### config.mk
export PLATFORM = sky130hd
export DESIGN_NAME = fetch_sequencer
export DESIGN_NICKNAME = d
export VERILOG_FILES = /design/src/rtl/fetch_sequencer.sv
export SDC_FILE = /design/constraint.sdc
export NUM_CORES = 1
export LEC_CHECK = 0
export ABC_CLOCK_PERIOD_IN_PS = 2190
export CORE_ASPECT_RATIO = 0.6
export CORE_MARGIN = 4
export CORE_UTILIZATION = 41
export CTS_CLUSTER_SIZE = 20
export DETAILED_ROUTE_END_ITERATION = 12
export PLACE_DENSITY = 0.85
export SYNTH_ARGS = -nofsm -noshare
export SYNTH_HDL_FRONTEND = slang
export SYNTH_SLANG_ARGS = --single-unit
### constraint.sdc
create_clock -name clk -period 2.19 [get_ports clk]
set_clock_uncertainty 0.15 [all_clocks]
set_input_delay 0.3285 -clock clk [delete_from_list [all_inputs] [get_ports clk]]
set_output_delay 0.3285 -clock clk [all_outputs]
set_load 0.03 [all_outputs]
### src/rtl/fetch_sequencer.sv
// Instruction-fetch timing generator: walks T0..T4, hands off to execute via exec_req/exec_ack.
// Optional macro FETCH_SEQ_WAIT_EN adds mem_ready and the W0/W2 memory wait states.
module fetch_sequencer #(
   parameter int unsigned PC_AMID = 0,
   parameter int unsigned MEM_MID = 4,
   parameter int unsigned IR0_SID = 0,
   parameter int unsigned IR1_SID = 1,
   parameter int unsigned CNT_W   = 16
) (
   input  logic             clk,
   input  logic             reset,
   input  logic             start,
   input  logic             run,
   input  logic             halt,
   input  logic             exec_ack,
`ifdef FETCH_SEQ_WAIT_EN
   input  logic             mem_ready,
`endif
   output logic [32:0]      control_bus,
   output logic             busy,
   output logic             fetch_done,
   output logic             exec_req,
   output logic [CNT_W-1:0] instr_count,
   output logic [3:0]       state_dbg
);

   typedef enum logic [3:0] {
      IDLE = 4'd0,
      T0   = 4'd1,
      T1   = 4'd2,
      T2   = 4'd3,
      T3   = 4'd4,
      T4   = 4'd5,
      EXEC = 4'd6,
      W0   = 4'd7,
      W2   = 4'd8
   } state_t;

   localparam logic [1:0] PC_AMID_V = PC_AMID[1:0];
   localparam logic [4:0] MEM_MID_V = MEM_MID[4:0];
   localparam logic [4:0] IR0_SID_V = IR0_SID[4:0];
   localparam logic [4:0] IR1_SID_V = IR1_SID[4:0];

   state_t     state;
   state_t     next_state;
   logic       amid_en;
   logic       sid_en;
   logic       mid_en;
   logic       pc_inr;
   logic [1:0] amid;
   logic [4:0] sid;
   logic [4:0] mid;

   // alu_opcode and the upper bits are never driven by this block.
   assign control_bus = {12'd0, 5'd0, mid, sid, amid, pc_inr, mid_en, sid_en, amid_en};
   assign state_dbg   = state;

   always_comb begin
      next_state = state;
      case (state)
         IDLE: if (start) next_state = T0;
`ifdef FETCH_SEQ_WAIT_EN
         T0:   next_state = W0;
         W0:   if (mem_ready) next_state = T1;
         T2:   next_state = W2;
         W2:   if (mem_ready) next_state = T3;
`else
         T0:   next_state = T1;
         T2:   next_state = T3;
`endif
         T1:   next_state = T2;
         T3:   next_state = T4;
         T4:   next_state = EXEC;
         EXEC: if (exec_ack) next_state = (run && !halt) ? T0 : IDLE;
         default: next_state = IDLE;
      endcase
   end

   // Outputs are decoded from the state being entered so they are registered with it.
   always_ff @(negedge clk or negedge reset) begin
      if (!reset) begin
         state       <= IDLE;
         amid_en     <= 1'b0;
         sid_en      <= 1'b0;
         mid_en      <= 1'b0;
         pc_inr      <= 1'b0;
         amid        <= '0;
         sid         <= '0;
         mid         <= '0;
         busy        <= 1'b0;
         fetch_done  <= 1'b0;
         exec_req    <= 1'b0;
         instr_count <= '0;
      end else begin
         state      <= next_state;
         busy       <= (next_state != IDLE);
         fetch_done <= (next_state == T4);
         exec_req   <= (next_state == EXEC);
         if (next_state == T4) instr_count <= instr_count + 1'b1;
         case (next_state)
            T0, W0: begin
               amid_en <= 1'b1;
               mid_en  <= 1'b1;
               sid_en  <= 1'b0;
               pc_inr  <= 1'b0;
               amid    <= PC_AMID_V;
               mid     <= MEM_MID_V;
               sid     <= IR0_SID_V;
            end
            T1: begin
               amid_en <= 1'b1;
               mid_en  <= 1'b1;
               sid_en  <= 1'b1;
               pc_inr  <= 1'b1;
               amid    <= PC_AMID_V;
               mid     <= MEM_MID_V;
               sid     <= IR0_SID_V;
            end
            T2, W2: begin
               amid_en <= 1'b1;
               mid_en  <= 1'b1;
               sid_en  <= 1'b0;
               pc_inr  <= 1'b0;
            end
            T3: begin
               amid_en <= 1'b1;
               mid_en  <= 1'b1;
               sid_en  <= 1'b1;
               pc_inr  <= 1'b1;
               sid     <= IR1_SID_V;
            end
            T4, EXEC: begin
               amid_en <= 1'b0;
               mid_en  <= 1'b0;
               sid_en  <= 1'b0;
               pc_inr  <= 1'b0;
            end
            default: begin
               amid_en <= 1'b0;
               mid_en  <= 1'b0;
               sid_en  <= 1'b0;
               pc_inr  <= 1'b0;
               amid    <= '0;
               sid     <= '0;
               mid     <= '0;
            end
         endcase
      end
   end

endmodule
==> metrics <==
Clock power frac a little under a quarter; sequential fraction of the synthesis area roughly half; filler instances approximately 250; grt total ovfl 0; Final Cell Area 2160 um2; antenna violations before repair 0; cells after synthesis roughly 140; footprint of the multi-input gates around 620 um2; CTS Buf Count 3; RSZ-0062 raised after global routing yes; HPWL Detailed 2.16 mm; GRT Util Overall between 10 and 15%; Clk Tree Root Cell clkbuf_8; Power Total 0.00119 W; reg-to-reg startpoint state_dbg[0]; Sw Pwr between 0.0003 and 0.0004 W; Crit Path Category reg2out; post-synthesis mux area share 0%; Setup-failing EPs final 32; clock tree buffer depth 2; port bufs 34; cts hold-fix bufs 0; commonest non-fill, non-tap cell in the layout buf_4; final slew viol count 0; Core Area between 3000 and 4000 um2; CP startpoint instr_count[3]; vias per cell 4.18; Starting DRT DRC Count 28; Vias 1088; status complete, but fails checks; IO Pins 62; WL final between 3 and 4 mm; Buf/Inv on CP 1; Setup WS pre-CTS -665 ps; critical hold path startpoint mid[2]; vias in the first global route between 900 and 1k; total die area around 4400 um2; Initial DRT Pass Iterations 4; CTS clk-pin slew, worst paths 60 ps; crit-path cells buf_6; n_diodes 0; PwrDens roughly 550 nW/um2; syn_area_per_cell roughly 10 um2; switching share of power roughly a third; combinational share of power around 30%; fin worst setup slack -275 ps; Yosys top cell area share approximately half; Mapped Area about 1400 um2; sequential cell area roughly 680 um2; H-tree Lvls 1; die width 83.2 um; Util after Layout between 60% and 70%; Nets 223; commonest non-fill, non-tap cells in the layout buf_4, conb_1, dfrtn_1, buf_6, nand2_1; CTS Sinks 27; Startpoint Class flop; Flop pwr share between 40% and 50%; Seq cells post-synth 27; die height 53.1 um; P&R area growth vs syn 55.4%; post-synthesis simple-gate area fraction a little under a fifth; placed instance area around 1800 um2; area fraction in compound gates after synthesis around 4.4%; # DRC 0; post-synth cell types 34; maximum number of pins on one net before global-route repair 28; Core Rows 16; failing checks setup timing; Clock Latency Late Sink 280 ps; Worst EP arrival a little under 2000 ps; Initial Util between 40% and 50%; TritonCTS clock tree yes; Worst VDD drop approximately 0.00029 V; Min-Delay Path Class reg2reg; post-synth top area cell dfrtn_1; Crit. End Element primary output; yosys warns 0; Crit Path Max Fanout 2; largest family of logic cells by synthesized area simple AND/OR/NAND/NOR gates; Area contributors post-synth dfrtn_1, buf_4, xnor2_1; worst path required time 1710 ps; internal power 0.000813 W; xor/xnor cell area share of the yosys netlist a little under a tenth; post-synthesis adder-cell area fraction less than 1%; antenna-violating nets left 0; WL/cell ~12 um; Max Cap Viol 0; Placer Congestion around 0.8; Critical-path top delay cell dfrtn_1; first-pass GRT wire length 4.60 mm; largest stage delay on the critical path approximately 460 ps; TNS Setup -6950 ps; Leakage 1.16 nW; Crit path max-delay family flip-flops; share of layout cells above drive strength 1 41.9%; Fin. Hold Viols 0
==> flip-flops by register name (all words and copies together) (netlist names) <==
name,flops
busy,1
exec_req,1
fetch_done,1
instr_count,16
mid,1
mid_en,1
pc_inr,1
sid,1
state_dbg,4
==> Yosys cell counts, drive strengths merged <==
cell,count
xor2,4
and3,2
and4,1
nand3,5
a21oi,4
a22oi,1
clkbuf,1
a2111oi,1
nand2,14
nand3b,1
or2,2
dfrtn,27
nand4,1
or4b,1
nor4,2
nor3b,1
o21ai,2
nor3,1
nor2b,4
xnor2,11
buf,32
or3,1
nor2,8
conb,1
nand2b,1
a21o,1
o21a,1
inv,3
ha,1
and2,1
==> cells by family after synthesis <==
family,count (synthesis)
compound gates,10
xor+xnor,15
fa+ha+maj,1
buf+inv,36
flops,27
other cells,1
simple gates,46
==> power by group through the flow <==
stage | sequential [W] | combinational [W] | clock, W
after CTS | 0.000552 | 0.000346 | 0.000287
final | 0.000552 | 0.000358 | 0.000277
after detailed placement | 0.000556 | 0.000309 | 0
after floorplan | 0.000612 | 0.000165 | 0
after global routing | 0.000555 | 0.000381 | 0.000305
after global placement | 0.000556 | 0.000307 | 0
==> through the flow <==
step	hold WS (ps)	cells
floorplan	408	163
global placement	294	238
detailed placement	296	238
CTS	319	248
global route	319	260
finish	301	260
==> layout make-up <==
cell class              instances  share of cell area, %
multi-input cells             100                   28.4
repair buffers                 81                   35.1
clock buffers                   4                   2.08
inverters                       3                  0.520
well taps                      45                   2.60
flip-flops and latches         27                   31.2
==> worst reg2reg max path: cells and delay by family (launching register included) <==
family	cells	cell delay, ps
XOR/XNOR	1	50
buffers and inverters	5	690
flip-flops	1	380
AND/OR/NAND/NOR	2	820
==> routing by layer <==
| layer | track usage, % | vias up | wire length (um) |
|---|---|---|---|
| li1 | - | 540 | - |
| met1 | 16.6 | 518 | 1400 |
| met2 | 23.4 | 28 | 1580 |
| met3 | 4.67 | 2 | 171 |
| met4 | 4.89 | 0 | 25 |
| met5 | 0 | - | 0 |
==> path summary, 6_finish.rpt <==
| check | endpoint | slack [ps] | depth (start not counted) |
|---|---|---|---|
| setup / recovery | instr_count[3] | -270 | 1 |
| hold reg to reg | mid[2] | 300 | 1 |
| min in group asynchronous | instr_count[4] | 1230 | 2 |
| max in group asynchronous | state_dbg[3] | 480 | 2 |
| setup reg to reg | instr_count[9] | -30 | 8 |
| hold / removal | mid[2] | 300 | 1 |
==> what timing repair did <==
action	CTS	global route
resized for setup	44	4
setup endpoints to repair	40	36
buffers inserted	6	12
hold endpoints to repair	0	0
cloned	0	0
pin swaps	6	7
(Power assumes the default switching activity.)
